`config.mk`:
```
export PLATFORM = sky130hd
export DESIGN_NAME = xbar_cfg_loader
export DESIGN_NICKNAME = d
export VERILOG_FILES = /design/src/rtl/xbar_cfg_pkg.sv /design/src/rtl/xbar_cfg_checker.sv /design/src/rtl/xbar_cfg_loader.sv
export SDC_FILE = /design/constraint.sdc
export NUM_CORES = 1
export LEC_CHECK = 0
export CAP_MARGIN = 20
export CELL_PAD_IN_SITES_DETAIL_PLACEMENT = 2
export CELL_PAD_IN_SITES_GLOBAL_PLACEMENT = 2
export CORE_MARGIN = 2
export CORE_UTILIZATION = 30
export DETAILED_ROUTE_END_ITERATION = 10
export GPL_ROUTABILITY_DRIVEN = 0
export PLACE_DENSITY = 0.77
export SETUP_SLACK_MARGIN = 0.05
export SLEW_MARGIN = 0
export SYNTH_ARGS = -nofsm -noshare
export SYNTH_HDL_FRONTEND = slang
export SYNTH_SLANG_ARGS = --single-unit
```
`constraint.sdc`:
```
create_clock -name clk -period 2 [get_ports clk]
set_input_delay 0.4 -clock clk [delete_from_list [all_inputs] [get_ports clk]]
set_output_delay 0.4 -clock clk [all_outputs]
set_load 0.01 [all_outputs]
```
`src/rtl/xbar_cfg_pkg.sv`:
```
// Shared constants and FSM state type for the crossbar configuration loader.
// Default sizing: 30 inputs, 36 outputs, 5-bit selects, loaded as 8-bit words.
package xbar_cfg_pkg;

  localparam int NUM_IN    = 30;
  localparam int NUM_OUT   = 36;
  localparam int SEL_W     = 5;
  localparam int WORD_W    = 8;
  localparam int CFG_W     = NUM_OUT * SEL_W;
  localparam int NUM_WORDS = (CFG_W + WORD_W - 1) / WORD_W;
  localparam int IDX_W     = 6;

  typedef enum logic [1:0] {
    ST_IDLE,
    ST_LOAD,
    ST_CHECK,
    ST_COMMIT
  } state_t;

endpackage

```
`src/rtl/xbar_cfg_checker.sv`:
```
// Select range scanner: walks one output select per cycle while enabled and
// captures the first select that names a non-existent crossbar input.
module xbar_cfg_checker
  import xbar_cfg_pkg::*;
#(
  parameter int NUM_IN  = xbar_cfg_pkg::NUM_IN,
  parameter int NUM_OUT = xbar_cfg_pkg::NUM_OUT,
  parameter int SEL_W   = xbar_cfg_pkg::SEL_W
) (
  input  logic                     clk,
  input  logic                     reset,
  input  logic                     en_i,
  input  logic [NUM_OUT*SEL_W-1:0] cfg_i,
  output logic                     bad_o,
  output logic                     last_o,
  output logic                     err_o,
  output logic [IDX_W-1:0]         err_idx_o
);

  logic [IDX_W-1:0] idx_q;
  logic [IDX_W-1:0] err_idx_q;
  logic             err_q;
  logic [SEL_W-1:0] sel;

  assign sel       = cfg_i[SEL_W*int'(idx_q) +: SEL_W];
  assign bad_o     = en_i && (int'(sel) >= NUM_IN);
  assign last_o    = en_i && (idx_q == IDX_W'(NUM_OUT - 1));
  assign err_o     = err_q;
  assign err_idx_o = err_idx_q;

  // Index parks at 0 whenever the scan is not running, so every scan starts fresh.
  always_ff @(posedge clk) begin
    if (!reset) begin
      idx_q     <= '0;
      err_q     <= 1'b0;
      err_idx_q <= '0;
    end else begin
      err_q <= bad_o;
      if (bad_o) err_idx_q <= idx_q;
      idx_q <= (en_i && !bad_o && !last_o) ? idx_q + 1'b1 : '0;
    end
  end

endmodule

```
`src/rtl/xbar_cfg_loader.sv`:
```
// Crossbar configuration loader: streams select words into a shadow register and
// commits them atomically. Define XBAR_CFG_RANGE_CHECK_EN to add select range checking.
module xbar_cfg_loader
  import xbar_cfg_pkg::*;
#(
  parameter int NUM_IN  = xbar_cfg_pkg::NUM_IN,
  parameter int NUM_OUT = xbar_cfg_pkg::NUM_OUT,
  parameter int SEL_W   = xbar_cfg_pkg::SEL_W,
  parameter int WORD_W  = xbar_cfg_pkg::WORD_W
) (
  input  logic                     clk,
  input  logic                     reset,
  input  logic                     io_start,
  input  logic                     io_cfg_valid,
  output logic                     io_cfg_ready,
  input  logic [WORD_W-1:0]        io_cfg_data,
  output logic [NUM_OUT*SEL_W-1:0] io_mux_configs,
  output logic                     io_busy,
  output logic                     io_done,
  output logic                     io_err,
  output logic [IDX_W-1:0]         io_err_idx
);

  // state     | meaning
  // ST_IDLE   | waiting for io_start, outputs hold last committed selects
  // ST_LOAD   | accepting config words into the shadow register
  // ST_CHECK  | scanning shadow selects for out-of-range inputs
  // ST_COMMIT | copying shadow to io_mux_configs, pulsing io_done

  localparam int CFG_BITS = NUM_OUT * SEL_W;
  localparam int N_WORDS  = (CFG_BITS + WORD_W - 1) / WORD_W;
  localparam int CNT_W    = $clog2(N_WORDS);

`ifdef XBAR_CFG_RANGE_CHECK_EN
  localparam bit RANGE_CHECK = 1'b1;
`else
  localparam bit RANGE_CHECK = 1'b0;
`endif

  state_t              state_q;
  logic [CNT_W-1:0]    cnt_q;
  logic [CFG_BITS-1:0] shadow_q;
  logic [CFG_BITS-1:0] shadow_d;
  logic [CFG_BITS-1:0] mux_q;
  logic                done_q;
  logic                accept;
  logic                last_word;
  logic                chk_bad;
  logic                chk_last;

  // A restart request takes priority over a word offered in the same cycle.
  assign io_cfg_ready   = (state_q == ST_LOAD) && !io_start;
  assign accept         = io_cfg_ready && io_cfg_valid;
  assign last_word      = (cnt_q == CNT_W'(N_WORDS - 1));
  assign io_busy        = (state_q != ST_IDLE);
  assign io_mux_configs = mux_q;
  assign io_done        = done_q;

  // The final word only partly overlaps the select field; its upper bits are dropped.
  always_comb begin
    shadow_d = shadow_q;
    if (accept) begin
      for (int b = 0; b < WORD_W; b++) begin
        if (WORD_W * int'(cnt_q) + b < CFG_BITS)
          shadow_d[WORD_W * int'(cnt_q) + b] = io_cfg_data[b];
      end
    end
  end

  always_ff @(posedge clk) begin
    if (!reset) shadow_q <= '0;
    else        shadow_q <= shadow_d;
  end

  always_ff @(posedge clk) begin
    if (!reset) begin
      state_q <= ST_IDLE;
      cnt_q   <= '0;
      mux_q   <= '0;
      done_q  <= 1'b0;
    end else begin
      done_q <= 1'b0;
      unique case (state_q)
        ST_IDLE: begin
          if (io_start) begin
            state_q <= ST_LOAD;
            cnt_q   <= '0;
          end
        end
        ST_LOAD: begin
          if (io_start) begin
            cnt_q <= '0;
          end else if (accept) begin
            if (last_word) begin
              cnt_q   <= '0;
              state_q <= RANGE_CHECK ? ST_CHECK : ST_COMMIT;
            end else begin
              cnt_q <= cnt_q + 1'b1;
            end
          end
        end
        ST_CHECK: begin
          if (io_start) begin
            state_q <= ST_LOAD;
            cnt_q   <= '0;
          end else if (chk_bad) begin
            state_q <= ST_IDLE;
          end else if (chk_last) begin
            state_q <= ST_COMMIT;
          end
        end
        ST_COMMIT: begin
          mux_q   <= shadow_q;
          done_q  <= 1'b1;
          cnt_q   <= '0;
          state_q <= io_start ? ST_LOAD : ST_IDLE;
        end
        default: state_q <= ST_IDLE;
      endcase
    end
  end

`ifdef XBAR_CFG_RANGE_CHECK_EN
  xbar_cfg_checker #(
    .NUM_IN  (NUM_IN),
    .NUM_OUT (NUM_OUT),
    .SEL_W   (SEL_W)
  ) u_checker (
    .clk       (clk),
    .reset     (reset),
    .en_i      ((state_q == ST_CHECK) && !io_start),
    .cfg_i     (shadow_q),
    .bad_o     (chk_bad),
    .last_o    (chk_last),
    .err_o     (io_err),
    .err_idx_o (io_err_idx)
  );
`else
  assign chk_bad    = 1'b0;
  assign chk_last   = 1'b0;
  assign io_err     = 1'b0;
  assign io_err_idx = '0;
`endif

endmodule

```
Yosys cells after proc, flatten, opt, wreduce, memory -nomap -nowiden
Index checks and enable logic that the tools add are counted.

storage, ports and cells
  register bits = 368
  logic and storage cells = 113

cells by class
  $add $sub $neg = 8
  order comparisons = 24
  eq/ne operators = 9
  muxes and demuxes = 51
  reduce and logical (&&, ||, !) cells = 16

operator list
  kind                                                  number
  2-to-1 mux 180 bit                                    15
  bitwise mux 180 bit                                   8
  < comparator 32 x 9 -> 1 bit (second input constant)  7
  >= comparator 9 x 1 -> 1 bit (second input constant)  7
  < comparator 9 bit (second input constant)            7
  demux 1 bit (select 8 bit)                            7
  adder 8 x 3 -> 9 bit (second input constant)          4
  2-to-1 mux 5 bit                                      4
  adder 8 x 2 -> 9 bit (second input constant)          2
  case mux 5 bit (3 select lines)                       1
  logical AND 1 bit                                     10
  2-to-1 mux 1 bit                                      10
  adder 8 x 1 -> 9 bit (second input constant)          1
  < comparator 8 x 9 -> 1 bit (second input constant)   1
  >= comparator 8 x 1 -> 1 bit (second input constant)  1
  < comparator 8 bit (second input constant)            1
  2-to-1 mux 2 bit                                      4
  != test 2 bit (second input constant)                 3
  case mux 2 bit (3 select lines)                       1
  adder 5 x 1 -> 5 bit (second input constant)          1
  demux 1 bit (select 5 bit)                            1
  == test 5 bit (second input constant)                 1
  == test 2 bit (second input constant)                 2
  AND reduction 4 bit                                   1
  8 further kinds                                       8

Logic depth before layout (Yosys ltp)
Gate-level depths: netlist of run 1.

  word-level depth = 27
  depth in mapped cells = 7
  mapped depth without buffers = 6

Worst setup path before layout of run 1
Ideal clock, no wire load.

  path kind = input port to flip-flop
  from = input port io_start
  to = register shadow_q[100]
  library setup time = 0.116 ns
  arrival = 1.780 ns
  setup slack = 0.104 ns
  stages on the path = 6
  buffers on the path = 2
  cells stage by stage = buf_2 or4b_4 or3_1 buf_4 mux2i_1 nor2b_1

on the way
  longest elaborated chain between the ends = 3

RTL lines
  what                  RTL line               source
  from (decl)           xbar_cfg_loader.sv:13  input logic io_start,
  zero test 1 bit       xbar_cfg_loader.sv:52  assign io_cfg_ready = (state_q == ST_LOAD) && !io_start;
  logical AND 1 bit     xbar_cfg_loader.sv:52
  logical AND 1 bit     xbar_cfg_loader.sv:53  assign accept = io_cfg_ready && io_cfg_valid;
  to (signal assigned)  xbar_cfg_loader.sv:72  else shadow_q <= shadow_d;
  to (decl)             xbar_cfg_loader.sv:42  logic [CFG_BITS-1:0] shadow_q;

Every way passes these cells.
A chain may end at the register's enable or synchronous reset.

Worst setup path after layout of run 1
  from = input port io_start
  to = register shadow_q[87]

Same word-level chain as after synthesis.

==> results of run 1 <==
registers in the layout (all words and copies together), names as in the netlist:
register,flops
cnt_q,5
io_mux_configs,180
shadow_q,180
io_done,1
state_q,2
cells in the mapped netlist (2+ instances only):
library cell,count
buf_4,10
clkbuf_1,96
a21boi_0,182
a211o_1,2
mux2i_1,115
nor2_1,8
xor2_1,3
buf_1,6
inv_1,3
buf_2,9
nand2_1,478
nand4_1,8
nor2b_1,17
nand3_1,67
and2_1,2
ha_1,4
nor2_2,11
nor3b_1,2
o21a_1,2
dfxtp_1,368
or3_1,3
o21ai_0,69
and3_1,3
per-stage QoR:
stage / power (mW) / instance area (um2) / hold slack [ns]
CTS: 15.7 / 17800 / 0.259
global route: 16.0 / 17800 / 0.276
floorplan: 7.75 / 13400 / 0.435
global placement: 7.96 / 16400 / 0.443
detailed placement: 7.97 / 16400 / 0.452
finish: 15.4 / 17800 / 0.286
power by group:
group / switching (mW) / internal, mW / total (mW) / leakage (nW)
clock network: 3.06 / 4.56 / 7.61 / 0.666
registers: 0.00896 / 7.34 / 7.35 / 2.96
logic: 0.293 / 0.160 / 0.453 / 2.58
total: 3.36 / 12.1 / 15.4 / 6.21
worst reg2reg max path: cells and delay by family (launching register included):
kind          cells  cell delay, ns
buf+inv           1            0.19
flops             1            0.37
mux               1            0.21
simple gates      3            0.98
area by class of cell:
cell class                 instances  area (um2)  area share, %
clock inverter                     5        50.0          0.281
sequential                       368        7370           41.3
inverter                           3        11.3         0.0631
tap                              592         741           4.15
clock buffer                      68        1300           7.30
timing repair buffer             264        2770           15.5
multi-input combinational        994        5600           31.4
timing repair:
item / 4_1_cts / 5_1_grt
setup endpoints to repair: 16 / 31
buffers inserted: 0 / 3
hold buffers: 0 / 0
gates resized for setup: 19 / 15
pin swaps: 1 / 1
worst max-delay path by stage:
stage | start | endpoint | slack, ns | depth (start not counted)
after global placement | io_start | shadow_q[83]$_SDFFE_PN0P_ | -0.39 | 8
after global routing | io_start | shadow_q[87]$_SDFFE_PN0P_ | -0.01 | 8
after detailed placement | io_start | shadow_q[85]$_SDFFE_PN0P_ | -0.52 | 8
after floorplan | io_start | shadow_q[100]$_SDFFE_PN0P_ | 0.10 | 6
final | io_start | shadow_q[87]$_SDFFE_PN0P_ | 0.06 | 8
after CTS | state_q[0]$_SDFFE_PN0P_ | io_cfg_ready | 0.03 | 3
kinds of logic (layout without fill, tap and decap cells):
kind of cell               after synthesis  count (layout)  share of synthesized area [%]
other                                    1               7                         0.0280
DFF                                    368             368                           54.9
buffers and inverters                  124             340                           3.83
AOI/OAI and AO/OA                      258             258                           13.2
and+or+nand+nor                        606             606                           18.8
muxes                                  115             115                           8.58
xor gates and xnor gates                 4               4                          0.261
adders and majority gates                4               4                          0.373
per-layer routing:
metal | vias up | track usage, %
li1 | 5252 | -
met1 | 5411 | 22.5
met2 | 148 | 33.8
met3 | 53 | 3.83
met4 | 0 | 3.93
met5 | - | 0
cells in the final DEF, fill, tap and decap left out, types with 4 or more instances in the layout:
cell type	n
dfxtp_1	366
clkbuf_8	9
nor2_1	8
buf_12	23
dlygate4sd2_1	7
nand2_1	473
clkbuf_16	45
clkbuf_1	14
clkinv_2	4
mux2i_1	114
nand3_1	67
nor2_2	11
nand4_1	8
nor2b_1	17
o21ai_0	69
dlymetal6s2s_1	8
conb_1	7
ha_1	4
nand2_2	4
clkdlybuf4s50_1	176
buf_4	47
a21boi_0	182
==> flow_results.xml, run 1 <==
<?xml version="1.0" encoding="UTF-8"?>
<metrics>
  <group name="clock_network">
    <metric name="cts_made_buffers" unit="">42</metric>
    <metric name="clkTransAtPathRegs" unit="ns">0.06</metric>
    <metric name="max-clock-path-buffers" unit="">3</metric>
    <metric name="cts_root_buffer" unit="">clkbuf_16</metric>
    <metric name="h-tree-depth" unit="">2</metric>
    <metric name="numClockSinks" unit="">368</metric>
    <metric name="latest_clock_arrival_within_the_worst_skew_pair" unit="ns">0.56</metric>
    <metric name="tritoncts" unit="">yes</metric>
  </group>
  <group name="synthesis">
    <metric name="synthArstFlopShare" unit="%">0</metric>
    <metric name="synth.lib_cells_used.distinct" unit="">35</metric>
    <metric name="count_of_yosys_warnings_during_synthesis" unit="">0</metric>
    <metric name="synth.largest_area_cell" unit="">dfxtp_1</metric>
    <metric name="synth_top_cell_area_share" unit="%">54.9</metric>
    <metric name="synthesis.area" unit="um2">13400</metric>
    <metric name="synthesis.instances" unit="">1480</metric>
    <metric name="ys_top_cells_by_area" unit="">dfxtp_1 (55%), nand2_1 (13%), a21boi_0 (10%)</metric>
    <metric name="number_of_synthesized_register_bits" unit="">368</metric>
    <metric name="number_of_flops_mapped_to_enable_cells_by_yosys" unit="">0</metric>
    <metric name="yosysSeqAreaShare" unit="%">54.9</metric>
    <metric name="syn-mean-instance-area" unit="um2">9.06</metric>
    <metric name="dominantRegCellSynth" unit="">dfxtp_1</metric>
  </group>
  <group name="hold_path">
    <metric name="hold_path.class" unit="">in2reg</metric>
    <metric name="hold_path_end" unit="">shadow_q[77]$_SDFFE_PN0P_</metric>
    <metric name="worst_hold_path.num_cells" unit="">2</metric>
    <metric name="holdCritStartpoint" unit="">reset</metric>
  </group>
  <group name="detailed_routing">
    <metric name="drt_drc_violations_left" unit="">0</metric>
    <metric name="routed_vias" unit="">10864</metric>
    <metric name="final_antenna_net_count" unit="">0</metric>
    <metric name="detailedRoute.firstPassIterationCount" unit="">5</metric>
    <metric name="route.detailed.wl_per_inst" unit="um">19.0</metric>
    <metric name="length_of_routed_wiring_on_met1" unit="um">19200</metric>
    <metric name="drt-initial-drc-count" unit="">480</metric>
    <metric name="met2RoutedLength" unit="um">22200</metric>
    <metric name="post_drt_via_cell_ratio" unit="">4.74</metric>
    <metric name="routed_wl" unit="um">43500</metric>
    <metric name="topRoutingLayerUsed" unit="">met4</metric>
    <metric name="met3WireLength" unit="um">1530</metric>
  </group>
  <group name="setup_path">
    <metric name="cpMostUsedCell" unit="">buf_4</metric>
    <metric name="reg2reg_from" unit="">state_q[1]$_SDFFE_PN0P_</metric>
    <metric name="number_of_buffers_and_inverters_on_the_critical_path" unit="">4</metric>
    <metric name="worst_r2r_path_depth" unit="">5</metric>
    <metric name="critical_path.endpoint_type" unit="">flop</metric>
    <metric name="rrSetupSlack" unit="ns">0.11</metric>
    <metric name="critPathRequiredTime" unit="ns">2.47</metric>
    <metric name="worst_path_dominant_cell_family" unit="">buffers and inverters</metric>
    <metric name="data_arrival_time_of_the_critical_path" unit="ns">2.41</metric>
    <metric name="critPathKind" unit="">in2reg</metric>
    <metric name="cpMaxStageDelayCell" unit="">clkdlybuf4s50_1</metric>
    <metric name="max_stage_delay" unit="ns">0.53</metric>
    <metric name="r2r-end" unit="">shadow_q[96]$_SDFFE_PN0P_</metric>
    <metric name="critical_path_cell_by_cell" unit="">clkdlybuf4s50_1 &gt; buf_4 &gt; nor4b_4 &gt; buf_4 &gt; nand3b_1 &gt; nor2_2 &gt; buf_12 &gt; mux2i_2</metric>
    <metric name="start_kind" unit="">primary input</metric>
    <metric name="path_max_fanout" unit="">8</metric>
  </group>
  <group name="global_routing">
    <metric name="grt.total_usage" unit="%">18.6</metric>
    <metric name="grt_overflow_total" unit="">0</metric>
    <metric name="via_count_of_the_first_global_routing_pass" unit="">11843</metric>
    <metric name="maximum_number_of_pins_on_one_net_before_global_route_repair" unit="">84</metric>
    <metric name="antenna_found_initial" unit="">0</metric>
    <metric name="grt_first_pass_wirelength" unit="um">68100</metric>
  </group>
  <group name="layout">
    <metric name="finalCoreUtilization" unit="%">40.4</metric>
    <metric name="area.growth.synth_to_final" unit="%">33.0</metric>
    <metric name="diodes" unit="">0</metric>
    <metric name="fin_cells" unit="">2294</metric>
    <metric name="fill_cells" unit="">4815</metric>
    <metric name="finalNetCount" unit="">1689</metric>
    <metric name="final_layout_size_suffix_gt1_share" unit="%">9.28</metric>
  </group>
  <group name="die">
    <metric name="dieHeight" unit="um">215</metric>
    <metric name="design.die.area" unit="um2">46400</metric>
    <metric name="initial_utilization" unit="%">30.4</metric>
    <metric name="total_i_o_pin_count" unit="">202</metric>
    <metric name="die_width" unit="um">215</metric>
    <metric name="rows" unit="">77</metric>
    <metric name="coreArea" unit="um2">44100</metric>
  </group>
  <group name="placement">
    <metric name="port_buffers" unit="">194</metric>
    <metric name="instance_count_after_placement_with_tap_cells_included" unit="">2218</metric>
    <metric name="dp_worst_setup_slack" unit="ns">-0.517</metric>
    <metric name="dpl.hpwl" unit="um">27800</metric>
  </group>
  <group name="sta">
    <metric name="final.min_clock_period" unit="ns">1.94</metric>
    <metric name="timing.max_slew.rel_slack" unit="%">60.4</metric>
    <metric name="fin_worst_skew" unit="ns">0.0127</metric>
    <metric name="worst-slew-pin-transition" unit="ns">0.588</metric>
    <metric name="report.final.slew_viol_count" unit="">0</metric>
    <metric name="totalNegativeSetupSlack" unit="ns">0</metric>
    <metric name="rsz0062_at_grt" unit="">true</metric>
    <metric name="worst_slack" unit="ns">0.0576</metric>
    <metric name="fin_hold_viols" unit="">0</metric>
    <metric name="fmax" unit="MHz">515</metric>
    <metric name="setup_failing_eps_final" unit="">0</metric>
    <metric name="final.period_utilization" unit="%">97.1</metric>
  </group>
  <group name="pwr">
    <metric name="p_leak" unit="nW">6.21</metric>
    <metric name="vdd_drop_max" unit="uV">505</metric>
    <metric name="cellPowerDensity" unit="nW/um2">864</metric>
  </group>
  <group name="status">
    <metric name="status" unit="">finished, final reports clean</metric>
  </group>
  <group name="flow_run">
    <metric name="maxCapViolCount" unit="">0</metric>
  </group>
</metrics>
(Power assumes the default switching activity.)
==> inputs of run 2 (changes only) <==
--- a/config.mk
+++ b/config.mk
@@ -9,10 +9,10 @@
 export CELL_PAD_IN_SITES_DETAIL_PLACEMENT = 2
 export CELL_PAD_IN_SITES_GLOBAL_PLACEMENT = 2
 export CORE_MARGIN = 2
-export CORE_UTILIZATION = 30
+export CORE_UTILIZATION = 24
 export DETAILED_ROUTE_END_ITERATION = 10
 export GPL_ROUTABILITY_DRIVEN = 0
-export PLACE_DENSITY = 0.77
+export PLACE_DENSITY = 0.64
 export SETUP_SLACK_MARGIN = 0.05
 export SLEW_MARGIN = 0
 export SYNTH_ARGS = -nofsm -noshare
==> flow_results.xml, run 2 (synthesis gave the netlist of run 1 again) <==
<?xml version="1.0" encoding="UTF-8"?>
<metrics>
  <group name="sta">
    <metric name="fin_worst_skew" unit="ns">0.0162</metric>
    <metric name="worst_slack" unit="ns">0.105</metric>
    <metric name="whs" unit="ns">0.291</metric>
    <metric name="final.period_utilization" unit="%">94.8</metric>
    <metric name="fin_hold_viols" unit="">0</metric>
    <metric name="rsz0062_at_grt" unit="">false</metric>
    <metric name="timing.max_slew.rel_slack" unit="%">56.0</metric>
    <metric name="fmax" unit="MHz">528</metric>
    <metric name="setup_failing_eps_final" unit="">0</metric>
    <metric name="worst-slew-pin-transition" unit="ns">0.653</metric>
    <metric name="final.min_clock_period" unit="ns">1.90</metric>
    <metric name="report.final.slew_viol_count" unit="">0</metric>
  </group>
  <group name="detailed_routing">
    <metric name="route.detailed.wl_per_inst" unit="um">17.7</metric>
    <metric name="post_drt_via_cell_ratio" unit="">4.39</metric>
    <metric name="routed_vias" unit="">10813</metric>
    <metric name="routed_wl" unit="um">43700</metric>
    <metric name="drt-initial-drc-count" unit="">390</metric>
    <metric name="drt_drc_violations_left" unit="">0</metric>
    <metric name="detailedRoute.firstPassIterationCount" unit="">4</metric>
    <metric name="final_antenna_net_count" unit="">0</metric>
  </group>
  <group name="pwr">
    <metric name="design_power_total" unit="mW">15.7</metric>
    <metric name="p_leak" unit="nW">6.34</metric>
    <metric name="cellPowerDensity" unit="nW/um2">862</metric>
    <metric name="vdd_drop_max" unit="uV">543</metric>
  </group>
  <group name="layout">
    <metric name="multi_input_area" unit="um2">5590</metric>
    <metric name="finalNetCount" unit="">1697</metric>
    <metric name="finalCoreUtilization" unit="%">32.9</metric>
    <metric name="area_taken_by_flip_flops_and_latches" unit="um2">7370</metric>
    <metric name="final_layout_size_suffix_gt1_share" unit="%">9.99</metric>
    <metric name="fin_cells" unit="">2461</metric>
    <metric name="area.growth.synth_to_final" unit="%">35.4</metric>
    <metric name="fill_cells" unit="">6139</metric>
    <metric name="layout.cells.most_common" unit="">nand2_1</metric>
    <metric name="mostFrequentLayoutCells" unit="">nand2_1 (469), dfxtp_1 (366), a21boi_0 (182)</metric>
  </group>
  <group name="placement">
    <metric name="dp_worst_setup_slack" unit="ns">-0.381</metric>
    <metric name="dpl.hpwl" unit="um">28500</metric>
    <metric name="instance_count_after_placement_with_tap_cells_included" unit="">2380</metric>
    <metric name="port_buffers" unit="">194</metric>
  </group>
  <group name="global_routing">
    <metric name="grt_first_pass_wirelength" unit="um">67600</metric>
    <metric name="gr-max-usage-layer" unit="">met2</metric>
    <metric name="grt.total_usage" unit="%">15.2</metric>
    <metric name="gr-usage-met1" unit="%">19.4</metric>
    <metric name="grt_util_met2" unit="%">26.4</metric>
    <metric name="maximum_number_of_pins_on_one_net_before_global_route_repair" unit="">81</metric>
    <metric name="via_count_of_the_first_global_routing_pass" unit="">11479</metric>
    <metric name="grt_overflow_total" unit="">0</metric>
    <metric name="grt_use_met3" unit="%">2.25</metric>
    <metric name="antenna_found_initial" unit="">0</metric>
  </group>
  <group name="clock_network">
    <metric name="clkTransAtPathRegs" unit="ns">0.06</metric>
    <metric name="latest_clock_arrival_within_the_worst_skew_pair" unit="ns">0.56</metric>
    <metric name="cts_hold_buf" unit="">0</metric>
    <metric name="h-tree-depth" unit="">2</metric>
    <metric name="tritoncts" unit="">yes</metric>
    <metric name="max-clock-path-buffers" unit="">3</metric>
    <metric name="cts_made_buffers" unit="">44</metric>
    <metric name="cts_root_buffer" unit="">clkbuf_16</metric>
    <metric name="numClockSinks" unit="">368</metric>
  </group>
  <group name="setup_path">
    <metric name="number_of_buffers_and_inverters_on_the_critical_path" unit="">1</metric>
    <metric name="critPathRequiredTime" unit="ns">1.60</metric>
    <metric name="reg2reg_from" unit="">state_q[0]$_SDFFE_PN0P_</metric>
    <metric name="cpMaxStageDelayCell" unit="">clkdlybuf4s50_1</metric>
    <metric name="worst_r2r_path_depth" unit="">6</metric>
    <metric name="critical_path.endpoint_type" unit="">output port</metric>
    <metric name="worst_path_dominant_cell_family" unit="">buffers and inverters</metric>
    <metric name="critical_path_cell_by_cell" unit="">clkdlybuf4s50_1</metric>
    <metric name="start_kind" unit="">flop</metric>
    <metric name="data_arrival_time_of_the_critical_path" unit="ns">1.50</metric>
    <metric name="max_stage_delay" unit="ns">0.56</metric>
    <metric name="critPathKind" unit="">reg2out</metric>
    <metric name="r2r-end" unit="">shadow_q[99]$_SDFFE_PN0P_</metric>
    <metric name="path_max_fanout" unit="">2</metric>
    <metric name="rrSetupSlack" unit="ns">0.16</metric>
  </group>
  <group name="die">
    <metric name="die_width" unit="um">240</metric>
    <metric name="dieHeight" unit="um">240</metric>
    <metric name="coreArea" unit="um2">55200</metric>
    <metric name="initial_utilization" unit="%">24.3</metric>
    <metric name="design.die.area" unit="um2">57800</metric>
    <metric name="total_i_o_pin_count" unit="">202</metric>
    <metric name="rows" unit="">86</metric>
  </group>
  <group name="hold_path">
    <metric name="holdCritStartpoint" unit="">reset</metric>
    <metric name="hold_path.class" unit="">in2reg</metric>
    <metric name="hold_path_end" unit="">io_mux_configs[102]$_SDFFE_PN0N_</metric>
    <metric name="worst_hold_path.num_cells" unit="">2</metric>
  </group>
  <group name="flow_run">
    <metric name="maxCapViolCount" unit="">0</metric>
  </group>
  <group name="status">
    <metric name="status" unit="">finished, final reports clean</metric>
  </group>
</metrics>
## run 2: cell count changes in the layout (fill, tap and decap cells not counted), sizes merged
cell | before | now
diode | 0 | 1
dlymetal6s2s | 8 | 7
clkdlybuf4s50 | 176 | 162
clkbuf | 68 | 69
clkinv | 4 | 7
dlygate4sd2 | 7 | 22
buf | 73 | 79
## run 2: worst max path at each step
stage	slack, ns	endpoint	startpoint	cells after the start
finish	0.10	io_mux_configs[121]	io_mux_configs[121]$_SDFFE_PN0N_	1
global placement	-0.34	shadow_q[103]$_SDFFE_PN0P_	io_start	6
global route	0.05	io_mux_configs[161]	io_mux_configs[161]$_SDFFE_PN0N_	1
floorplan	0.10	shadow_q[100]$_SDFFE_PN0P_	io_start	6
detailed placement	-0.38	shadow_q[99]$_SDFFE_PN0P_	io_start	6
CTS	0.04	io_cfg_ready	state_q[0]$_SDFFE_PN0P_	3
## run 2: metrics by stage
stage | area [um2] | TNS, ns
2_1_floorplan | 13400 | 0
3_3_place_gp | 16700 | -24.34
3_5_place_dp | 16700 | -29.49
4_1_cts | 18100 | 0
5_1_grt | 18200 | 0
6_report | 18200 | 0
## run 2: cell type report
class	instances	share of cell area [%]
antenna	1	0.0138
tap	748	5.15
sequential	368	40.6
clock inverter	8	0.358
inverter	3	0.0620
multi-input combinational	994	30.8
clock buffer	69	7.36
timing repair buffer	270	15.7
## run 2: layer usage
metal	vias to the layer above	wire length, um
li1	5268	-
met1	5337	20100
met2	151	21300
met3	57	1340
met4	0	893
met5	-	0
## run 2: timing repair
action	in CTS	in global routing
setup buffers	1	2
endpoints found under the setup margin	24	9
gates resized for setup	36	10
## run 2: where the power goes
part	switching (mW)	internal [mW]
sequential	0.00728	7.34
combinational	0.304	0.182
clock	3.14	4.68
total	3.46	12.2
